[src/rtl/uart_pkg.sv]
// rtl/uart_pkg.sv - shared UART types and line-level constants
//
// Contents:
//   tx_state_t   transmitter FSM states (IDLE, START, DATA, PARITY, STOP)
//   UART_IDLE    line level while idle and during stop bits (mark)
//   UART_START   line level of the start bit (space)
package uart_pkg;

    typedef enum logic [2:0] {
        IDLE   = 3'd0,
        START  = 3'd1,
        DATA   = 3'd2,
        PARITY = 3'd3,
        STOP   = 3'd4
    } tx_state_t;

    localparam logic UART_IDLE  = 1'b1;
    localparam logic UART_START = 1'b0;

endpackage

[src/rtl/uart_tx_baud_tick_detect.sv]
// rtl/uart_tx_baud_tick_detect.sv - rising-edge detector turning the baud square wave into a bit enable
//
// Ports:
//   clk_100MHz  in   system clock
//   rst         in   asynchronous active-high reset
//   s_clk       in   baud square wave, synchronous to clk_100MHz
//   tick        out  one-cycle pulse on each rising edge of s_clk
module baud_tick_detect (
    input  logic clk_100MHz,
    input  logic rst,
    input  logic s_clk,
    output logic tick
);

    logic s_clk_d;

    always_ff @(posedge clk_100MHz or posedge rst) begin
        if (rst) begin
            s_clk_d <= 1'b0;
        end else begin
            s_clk_d <= s_clk;
        end
    end

    // s_clk is only ever sampled as data; its rising edge becomes an enable.
    assign tick = s_clk & ~s_clk_d;

endmodule

[src/rtl/uart_tx.sv]
// rtl/uart_tx.sv - UART transmitter: start, LSB-first data, optional parity, 1 or 2 stop bits
//
// Parameters:
//   DATA_BITS   data bits per frame (5..8)
//   PARITY_EN   1 inserts a parity bit after the data bits
//   PARITY_ODD  0 even parity, 1 odd parity
//   STOP_BITS   number of stop bits (1 or 2)
// Ports:
//   clk_100MHz  in   system clock
//   rst         in   asynchronous active-high reset
//   s_clk       in   baud square wave; each rising edge advances one bit
//   tx_start    in   send request, accepted only while idle
//   tx_data     in   frame payload, sampled on acceptance
//   tx          out  serial line, idle high
//   tx_busy     out  high from the cycle after acceptance until frame end
//   tx_done     out  one-cycle pulse at frame end
module uart_tx
    import uart_pkg::*;
#(
    parameter int DATA_BITS  = 8,
    parameter int PARITY_EN  = 0,
    parameter int PARITY_ODD = 0,
    parameter int STOP_BITS  = 1
) (
    input  logic                 clk_100MHz,
    input  logic                 rst,
    input  logic                 s_clk,
    input  logic                 tx_start,
    input  logic [DATA_BITS-1:0] tx_data,
    output logic                 tx,
    output logic                 tx_busy,
    output logic                 tx_done
);

    localparam int CNT_W = $clog2(DATA_BITS + 1);

    tx_state_t            state;
    logic [DATA_BITS-1:0] shift;
    logic [CNT_W-1:0]     bit_cnt;
    logic                 stop_cnt;
    logic                 parity;
    logic                 wait_tick;
    logic                 tick;

    baud_tick_detect u_tick (
        .clk_100MHz(clk_100MHz),
        .rst       (rst),
        .s_clk     (s_clk),
        .tick      (tick)
    );

    always_ff @(posedge clk_100MHz or posedge rst) begin
        if (rst) begin
            state     <= IDLE;
            shift     <= '0;
            bit_cnt   <= '0;
            stop_cnt  <= 1'b0;
            parity    <= 1'b0;
            wait_tick <= 1'b0;
            tx        <= UART_IDLE;
            tx_busy   <= 1'b0;
            tx_done   <= 1'b0;
        end else begin
            tx_done <= 1'b0;
            case (state)
                IDLE: begin
                    tx      <= UART_IDLE;
                    tx_busy <= 1'b0;
                    // A tick in the acceptance cycle is ignored: the start
                    // bit waits for the next tick so it is a full period.
                    if (tx_start) begin
                        shift     <= tx_data;
                        parity    <= (^tx_data) ^ (PARITY_ODD != 0);
                        wait_tick <= 1'b1;
                        tx_busy   <= 1'b1;
                        state     <= START;
                    end
                end
                START: begin
                    if (tick) begin
                        if (wait_tick) begin
                            tx        <= UART_START;
                            bit_cnt   <= '0;
                            wait_tick <= 1'b0;
                        end else begin
                            tx    <= shift[0];
                            state <= DATA;
                        end
                    end
                end
                DATA: begin
                    if (tick) begin
                        shift   <= shift >> 1;
                        bit_cnt <= bit_cnt + 1'b1;
                        if (bit_cnt == CNT_W'(DATA_BITS - 1)) begin
                            if (PARITY_EN != 0) begin
                                tx    <= parity;
                                state <= PARITY;
                            end else begin
                                tx       <= UART_IDLE;
                                stop_cnt <= 1'b0;
                                state    <= STOP;
                            end
                        end else begin
                            // Registered output: present the next bit now so
                            // it appears on the line right after this tick.
                            tx <= shift[1];
                        end
                    end
                end
                PARITY: begin
                    if (tick) begin
                        tx       <= UART_IDLE;
                        stop_cnt <= 1'b0;
                        state    <= STOP;
                    end
                end
                STOP: begin
                    if (tick) begin
                        if (stop_cnt == 1'(STOP_BITS - 1)) begin
                            tx_done <= 1'b1;
                            tx_busy <= 1'b0;
                            state   <= IDLE;
                        end else begin
                            stop_cnt <= 1'b1;
                        end
                    end
                end
                default: begin
                    tx    <= UART_IDLE;
                    state <= IDLE;
                end
            endcase
        end
    end

endmodule

[config.mk]
export PLATFORM = sky130hd
export DESIGN_NAME = uart_tx
export DESIGN_NICKNAME = d
export VERILOG_FILES = /design/src/rtl/uart_pkg.sv /design/src/rtl/uart_tx_baud_tick_detect.sv /design/src/rtl/uart_tx.sv
export SDC_FILE = /design/constraint.sdc
export NUM_CORES = 1
export LEC_CHECK = 0
export CAP_MARGIN = 0
export CORE_MARGIN = 2
export CORE_UTILIZATION = 40
export DETAILED_ROUTE_END_ITERATION = 6
export HOLD_SLACK_MARGIN = 0.03
export PLACE_DENSITY_LB_ADDON = 0.2
export SLEW_MARGIN = 10
export SYNTH_ARGS = -nofsm -noshare
export SYNTH_HDL_FRONTEND = slang
export SYNTH_SLANG_ARGS = --single-unit
[constraint.sdc]
create_clock -name clk_100MHz -period 1.5 [get_ports clk_100MHz]
set_input_delay 0.15 -clock clk_100MHz [delete_from_list [all_inputs] [get_ports clk_100MHz]]
set_output_delay 0.15 -clock clk_100MHz [all_outputs]
set_load 0.03 [all_outputs]
# Word-level counts from Yosys, hierarchy flattened
# Cells that the tools add are included.
dict set report totals {
  register_bits 21
  output_inout_bits 3
}
dict set report classes {
  eq_ne 14
  reduce_logical 13
  n_bitwise 3
  add_sub_neg 1
  n_mux 37
}
# op n
set ops {}
lappend ops {{3-bit two-way mux} 8}
lappend ops {{2-bit inequality test, second input constant} 9}
lappend ops {{1-bit two-way mux} 17}
lappend ops {{8-bit two-way mux} 2}
lappend ops {{8-bit one-hot mux with 2 select lines} 1}
lappend ops {{3-bit one-hot mux with 5 select lines} 1}
lappend ops {{4-bit two-way mux} 3}
lappend ops {{3-bit AND reduction} 3}
lappend ops {{4-bit one-hot mux with 2 select lines} 1}
lappend ops {{4-bit AND reduction} 2}
lappend ops {{8-bit AND reduction} 1}
lappend ops {{2-bit nonzero test} 4}
lappend ops {{3-bit by 2-bit equality test with 1-bit output, second input constant} 2}
lappend ops {{5-bit AND reduction} 1}
lappend ops {{4-bit by 1-bit adder with 4-bit output, second input constant} 1}
lappend ops {{4-bit by 3-bit equality test with 1-bit output, second input constant} 1}
lappend ops {{1-bit one-hot mux with 2 select lines} 2}
lappend ops {{1-bit one-hot mux with 4 select lines} 1}
lappend ops {{3-bit by 1-bit equality test with 1-bit output, second input constant} 1}
lappend ops {{3-bit equality test, second input constant} 1}
lappend ops {{3-bit zero test} 1}
lappend ops {{1-bit one-hot mux with 3 select lines} 1}
lappend ops {{3-bit nonzero test} 1}
lappend ops {{1-bit inverter} 2}
lappend ops {{1-bit AND} 1}

# Depth between registers and ports, before layout
dict set report depth {
  word_depth 4
  ltp_mapped 5
}

# Hierarchy
# From an unflattened synthesis, not the netlist that was laid out.
dict set report unflattened {
  hier_cells 100
  hier_area_um2 1106.1
}
# module area_per_inst_um2 seq_area_each_um2 instances cells_per_inst
set by_module_without_submodules {}
lappend by_module_without_submodules {uart_tx 1063.5 476.7 1 97}
lappend by_module_without_submodules {baud_tick_detect 42.5 25.0 1 3}

# Worst setup path before layout
# No wires, ideal clock.
dict set report synth_path {
  path_type {reg2reg}
  startpoint {reg state[1]}
  endpoint {reg shift[0]}
  setup_time_ps 119
  required_ps 1381
  slack_ps 229
  arrival_ps 1152
  synth_period_minus_slack_ps 1271
  stages_incl_launch_ff 6
  cell_sequence {dfrtp_1 -> nand2b_1 -> a211o_1 -> buf_6 -> nand2_1 -> o21ai_2}
}
dict set report synth_between {
  elab_chain_len 3
}
# element line_no
set synth_lines {}
lappend synth_lines {{start: declaration} uart_tx.sv:37} ;# tx_state_t state;
lappend synth_lines {{start signal: assignment} uart_tx.sv:54} ;# state <= IDLE;
lappend synth_lines {{start signal: assignment} uart_tx.sv:76} ;# state <= START;
lappend synth_lines {{start signal: assignment} uart_tx.sv:87} ;# state <= DATA;
lappend synth_lines {{3-bit by 2-bit equality test with 1-bit output or 3-bit zero test (tied branches)} uart_tx.sv:65} ;# case (state)
lappend synth_lines {{2-bit inequality test (no line) or 2-bit nonzero test (tied branches)} n/a}
lappend synth_lines {{3-bit AND reduction (no line)} n/a}
lappend synth_lines {{end signal: assignment} uart_tx.sv:72} ;# shift <= tx_data;
lappend synth_lines {{end signal: assignment} uart_tx.sv:93} ;# shift <= shift >> 1;
lappend synth_lines {{end: declaration} uart_tx.sv:38} ;# logic [DATA_BITS-1:0] shift;
# Parallel ways exist; a longest one is shown, timed or not.
# A chain may end at the register's enable or synchronous reset.

# Worst setup path in the final report
dict set report layout_path {
  startpoint {reg tx}
  endpoint {out tx}
}
# element line_no
set layout_rtl {}
lappend layout_rtl {{start: declaration} uart_tx.sv:30} ;# output logic tx,
lappend layout_rtl {{start signal: assignment} uart_tx.sv:86} ;# tx <= shift[0];
lappend layout_rtl {{start signal: assignment} uart_tx.sv:97} ;# tx <= parity;
lappend layout_rtl {{start signal: assignment} uart_tx.sv:107} ;# tx <= shift[1];
# No word-level cell between the ends.

==> summary.md <==
| Metric | Value |
|---|---|
| Proportion of netlist area held by the largest area contributor | `0.4524` |
| TritonCTS Buffers | `3` |
| First-pass GRT wire length | `3650 um` |
| Leading post-synthesis cells by instance count | `19 x sky130_fd_sc_hd__dfrtp_1, 11 x sky130_fd_sc_hd__nor2_1, 10 x sky130_fd_sc_hd__a21oi_1, 10 x sky130_fd_sc_hd__nand2_1, 8 x sky130_fd_sc_hd__mux2i_1` |
| Final critical-path required period | `1401 ps` |
| Slew margin rel. | `0.7615` |
| Leakage power | `0.5802 nW` |
| Mean instance size in the synthesized netlist | `10.11 um^2` |
| Number of logic stages on the critical path including buffering | `1` |
| Largest delay share family, worst path | `flip-flops` |
| Synth area leader | `sky130_fd_sc_hd__dfrtp_1` |
| Clk sinks | `20` |
| Vertical extent of the die | `55.26 um` |
| Maximum fanout along the worst path | `2` |
| Worst Skew | `7.182 ps` |
| Total of flip-flops plus latches after synthesis | `20` |
| H-tree depth reported by CTS | `1` |
| Share of final-layout standard cells stronger than drive strength 1 | `0.1825` |
| Number of different library cells in the post-synthesis netlist | `32` |
| Worst R2R Start | `state[1]$_DFFE_PP0P_` |
| Kind of start point of the critical path | `flip-flop` |
| Area growth from synthesis to layout | `24.05%` |
| Number of antenna violations at the first check in global routing | `0` |
| Root Driver | `sky130_fd_sc_hd__clkbuf_4` |
| Asr flop ratio synth | `1.000` |
| Pin count of the biggest net entering global routing | `21` |
| Iteration-0 DRC count of the detailed router | `10` |
| Area of all placed cells without fillers | `1304 um^2` |
| Switching power total | `0.7840 mW` |
| Width of the die | `55.26 um` |
| Combinational share of power | `0.407` |
| Boundary Pins | `15` |
| Effective utilization at floorplan | `0.4242` |
| Count of flip-flops with a built-in enable after synthesis | `0` |
| Post-detailed-placement cell area | `1265 um^2` |
| Die footprint | `3054 um^2` |
| Detail-routed net length per standard cell | `13.29 um` |
| GR Overflow Total | `0` |
| Unrepaired setup endpoints after global routing | `no` |
| Cell with the largest stage delay on the worst path | `sky130_fd_sc_hd__dfstp_2` |
| Placeable Area | `2477 um^2` |
| Number of nets in the final layout | `140` |
| Critical path data required time | `1350 ps` |
| Longest individual stage delay on the worst path | `550 ps` |
| Fraction of power consumed by sequential logic | `0.438` |
| Period utilisation layout | `0.9339` |
| Instance count of the mapped netlist | `104` |
| Most used standard cell by instance count after synthesis | `sky130_fd_sc_hd__dfrtp_1` |
| TritonCTS clock tree | `done` |
| Worst reg2reg path depth | `5` |
| Hpwl dp | `1528 um` |
| Count of buffers from port buffering | `14` |
| WP buf/inv | `1` |
| Leading post-synthesis cells by cell area | `sky130_fd_sc_hd__dfrtp_1 45%, sky130_fd_sc_hd__mux2i_1 7.6%, sky130_fd_sc_hd__a21oi_1 4.8%` |
| Post-synthesis instance area | `1051 um^2` |
| First-pass iteration count of the detailed router | `4` |
| Power per cell area | `1592 nW/um^2` |
| Number of maximum-capacitance constraint violations | `0` |
| Internal Pwr Total | `1.291 mW` |
| Synthesized Nets | `117` |
| Clock network fraction of design power | `0.155` |
| Reg2Reg Capture Point | `shift[5]$_DFFE_PP0P_` |
| Sequential area share after synthesis | `0.4774` |
| Sw frac | `0.3778` |
| GRT Total Usage | `0.1504` |
| Worst min-delay path class | `in -> async` |
| Filler instances | `249` |
| Total routed wirelength | `2074 um` |
| CTS clock-pin slew for the worst setup and hold paths | `120 ps` |
| Number of global-route vias before repair | `843` |
| Slew Viols, Final | `0` |
| Minimum setup slack among reg-to-reg paths | `110 ps` |
| Main synth FF type | `sky130_fd_sc_hd__dfrtp_1` |
| Cts hold-fix bufs | `0` |
| Weighted congestion reported at the end of routability-driven placement | `0.7238` |
| Clk_lat worst skew | `310 ps` |
| Worst Path Class, Setup | `reg -> out` |
| Via density per instance | `5.404` |
| Number of setup violations in the final report | `0` |
| Remaining DRCs | `0` |
| Warning count from the yosys run | `0` |
| Crit path DAT | `1250 ps` |
| Placed Cells | `152` |
| Worst slack at placement | `-23.06 ps` |
| Residual antenna-violating net count after detailed routing | `0` |
| Post-route setup slack | `99.21 ps` |
| Max IR drop VDD | `873.4 uV` |
| Number of failing hold endpoints at the final stage | `0` |
| Worst Tran Pin Value | `355.0 ps` |
| Crit path capture type | `output port` |
| Standard-cell rows | `18` |
| Final non-filler cell total | `156` |
| Diodes inserted | `0` |
| Vias | `843` |
| Storage element area | `504.2 um^2` |
| Max frequency | `713.9 MHz` |
| Start point of the critical path | `tx$_DFFE_PP1P_` |
| Total area of multi-input combinational cells | `498.0 um^2` |
| Critical-path cell list | `dlygate4sd2_1` |
| End point of the critical path | `tx` |
| Run status | `finished, final reports clean` |
| Longest Clk Path Bufs | `2` |
[cell usage in the layout, fill, tap and decap left out, drive strengths merged, types with 4 or more instances in the layout]
| cell type | instances |
|---|---|
| nor3 | 5 |
| a21oi | 10 |
| mux2i | 8 |
| buf | 9 |
| dfrtp | 19 |
| nor2 | 12 |
| clkdlybuf4s50 | 11 |
| o21ai | 9 |
| nand2b | 5 |
| nand2 | 10 |
| clkbuf | 4 |
[routing by layer]
layer	global-route usage	wire (um)	share of wire
met2	0.2466	1017	0.49
met5	0	0	0
met3	0.03044	70	0.034
met4	0.06272	35	0.017
met1	0.1931	951	0.46
[registers in the layout, summed over array words and instances, names as in the netlist]
| name | cells |
|---|---|
| tx | 1 |
| tx_done | 1 |
| shift | 8 |
| state | 3 |
| bit_cnt | 4 |
| tx_busy | 1 |
| wait_tick | 1 |
| u_tick.s_clk_d | 1 |
[per-stage QoR]
stage / hold WS, ps / util / setup TNS, ps / power (mW)
global placement: 460.4 / 0.5106 / 0 / 1.751
detailed placement: 465.4 / 0.5106 / -43.73 / 1.788
global route: 186.3 / 0.5263 / 0 / 2.244
CTS: 162.7 / 0.5242 / 0 / 2.091
floorplan: 113.1 / - / 0 / 1.485
finish: 156.4 / 0.5263 / 0 / 2.075
[worst min-delay path by stage]
stage | from | end | slack (ps)
2_1_floorplan | rst | bit_cnt[0]$_DFFE_PP0P_ | 110
3_3_place_gp | shift[2]$_DFFE_PP0P_ | shift[2]$_DFFE_PP0P_ | 460
3_5_place_dp | shift[2]$_DFFE_PP0P_ | shift[2]$_DFFE_PP0P_ | 470
4_1_cts | rst | tx_done$_DFF_PP0_ | 160
5_1_grt | rst | shift[1]$_DFFE_PP0P_ | 190
6_report | rst | tx_done$_DFF_PP0_ | 160
[layout make-up]
cell class / count / share of cell area
clock buffers: 4 / 0.02783
inverters: 2 / 0.005758
multi-input cells: 77 / 0.3820
flip-flops and latches: 20 / 0.3868
well taps: 30 / 0.02879
repair buffers: 23 / 0.1689
[timing repair]
action                     4_1_cts  5_1_grt
hold endpoints to repair         0        0
resized for setup                2        3
setup buffers                    0        0
pin swaps                        0        0
setup endpoints to repair        2        5
[power by group through the flow]
| stage | combinational (mW) | sequential [mW] | clock (mW) |
|---|---|---|---|
| after global routing | 0.952 | 0.940 | 0.352 |
| after CTS | 0.857 | 0.903 | 0.331 |
| final | 0.844 | 0.908 | 0.323 |
| after detailed placement | 0.871 | 0.916 | 0 |
| after global placement | 0.846 | 0.905 | 0 |
| after floorplan | 0.595 | 0.890 | 0 |
[logic make-up (layout without fill, tap and decap cells)]
group	count (synthesis)	count (layout)	synth area share
muxes	8	8	0.07619
adders and majority gates	1	1	0.01190
and+or+nand+nor	40	40	0.2131
AOI/OAI and AO/OA	28	28	0.1726
DFF	20	20	0.4774
buffers and inverters	7	29	0.04880
No activity file was read; power rests on OpenSTA's default activity.
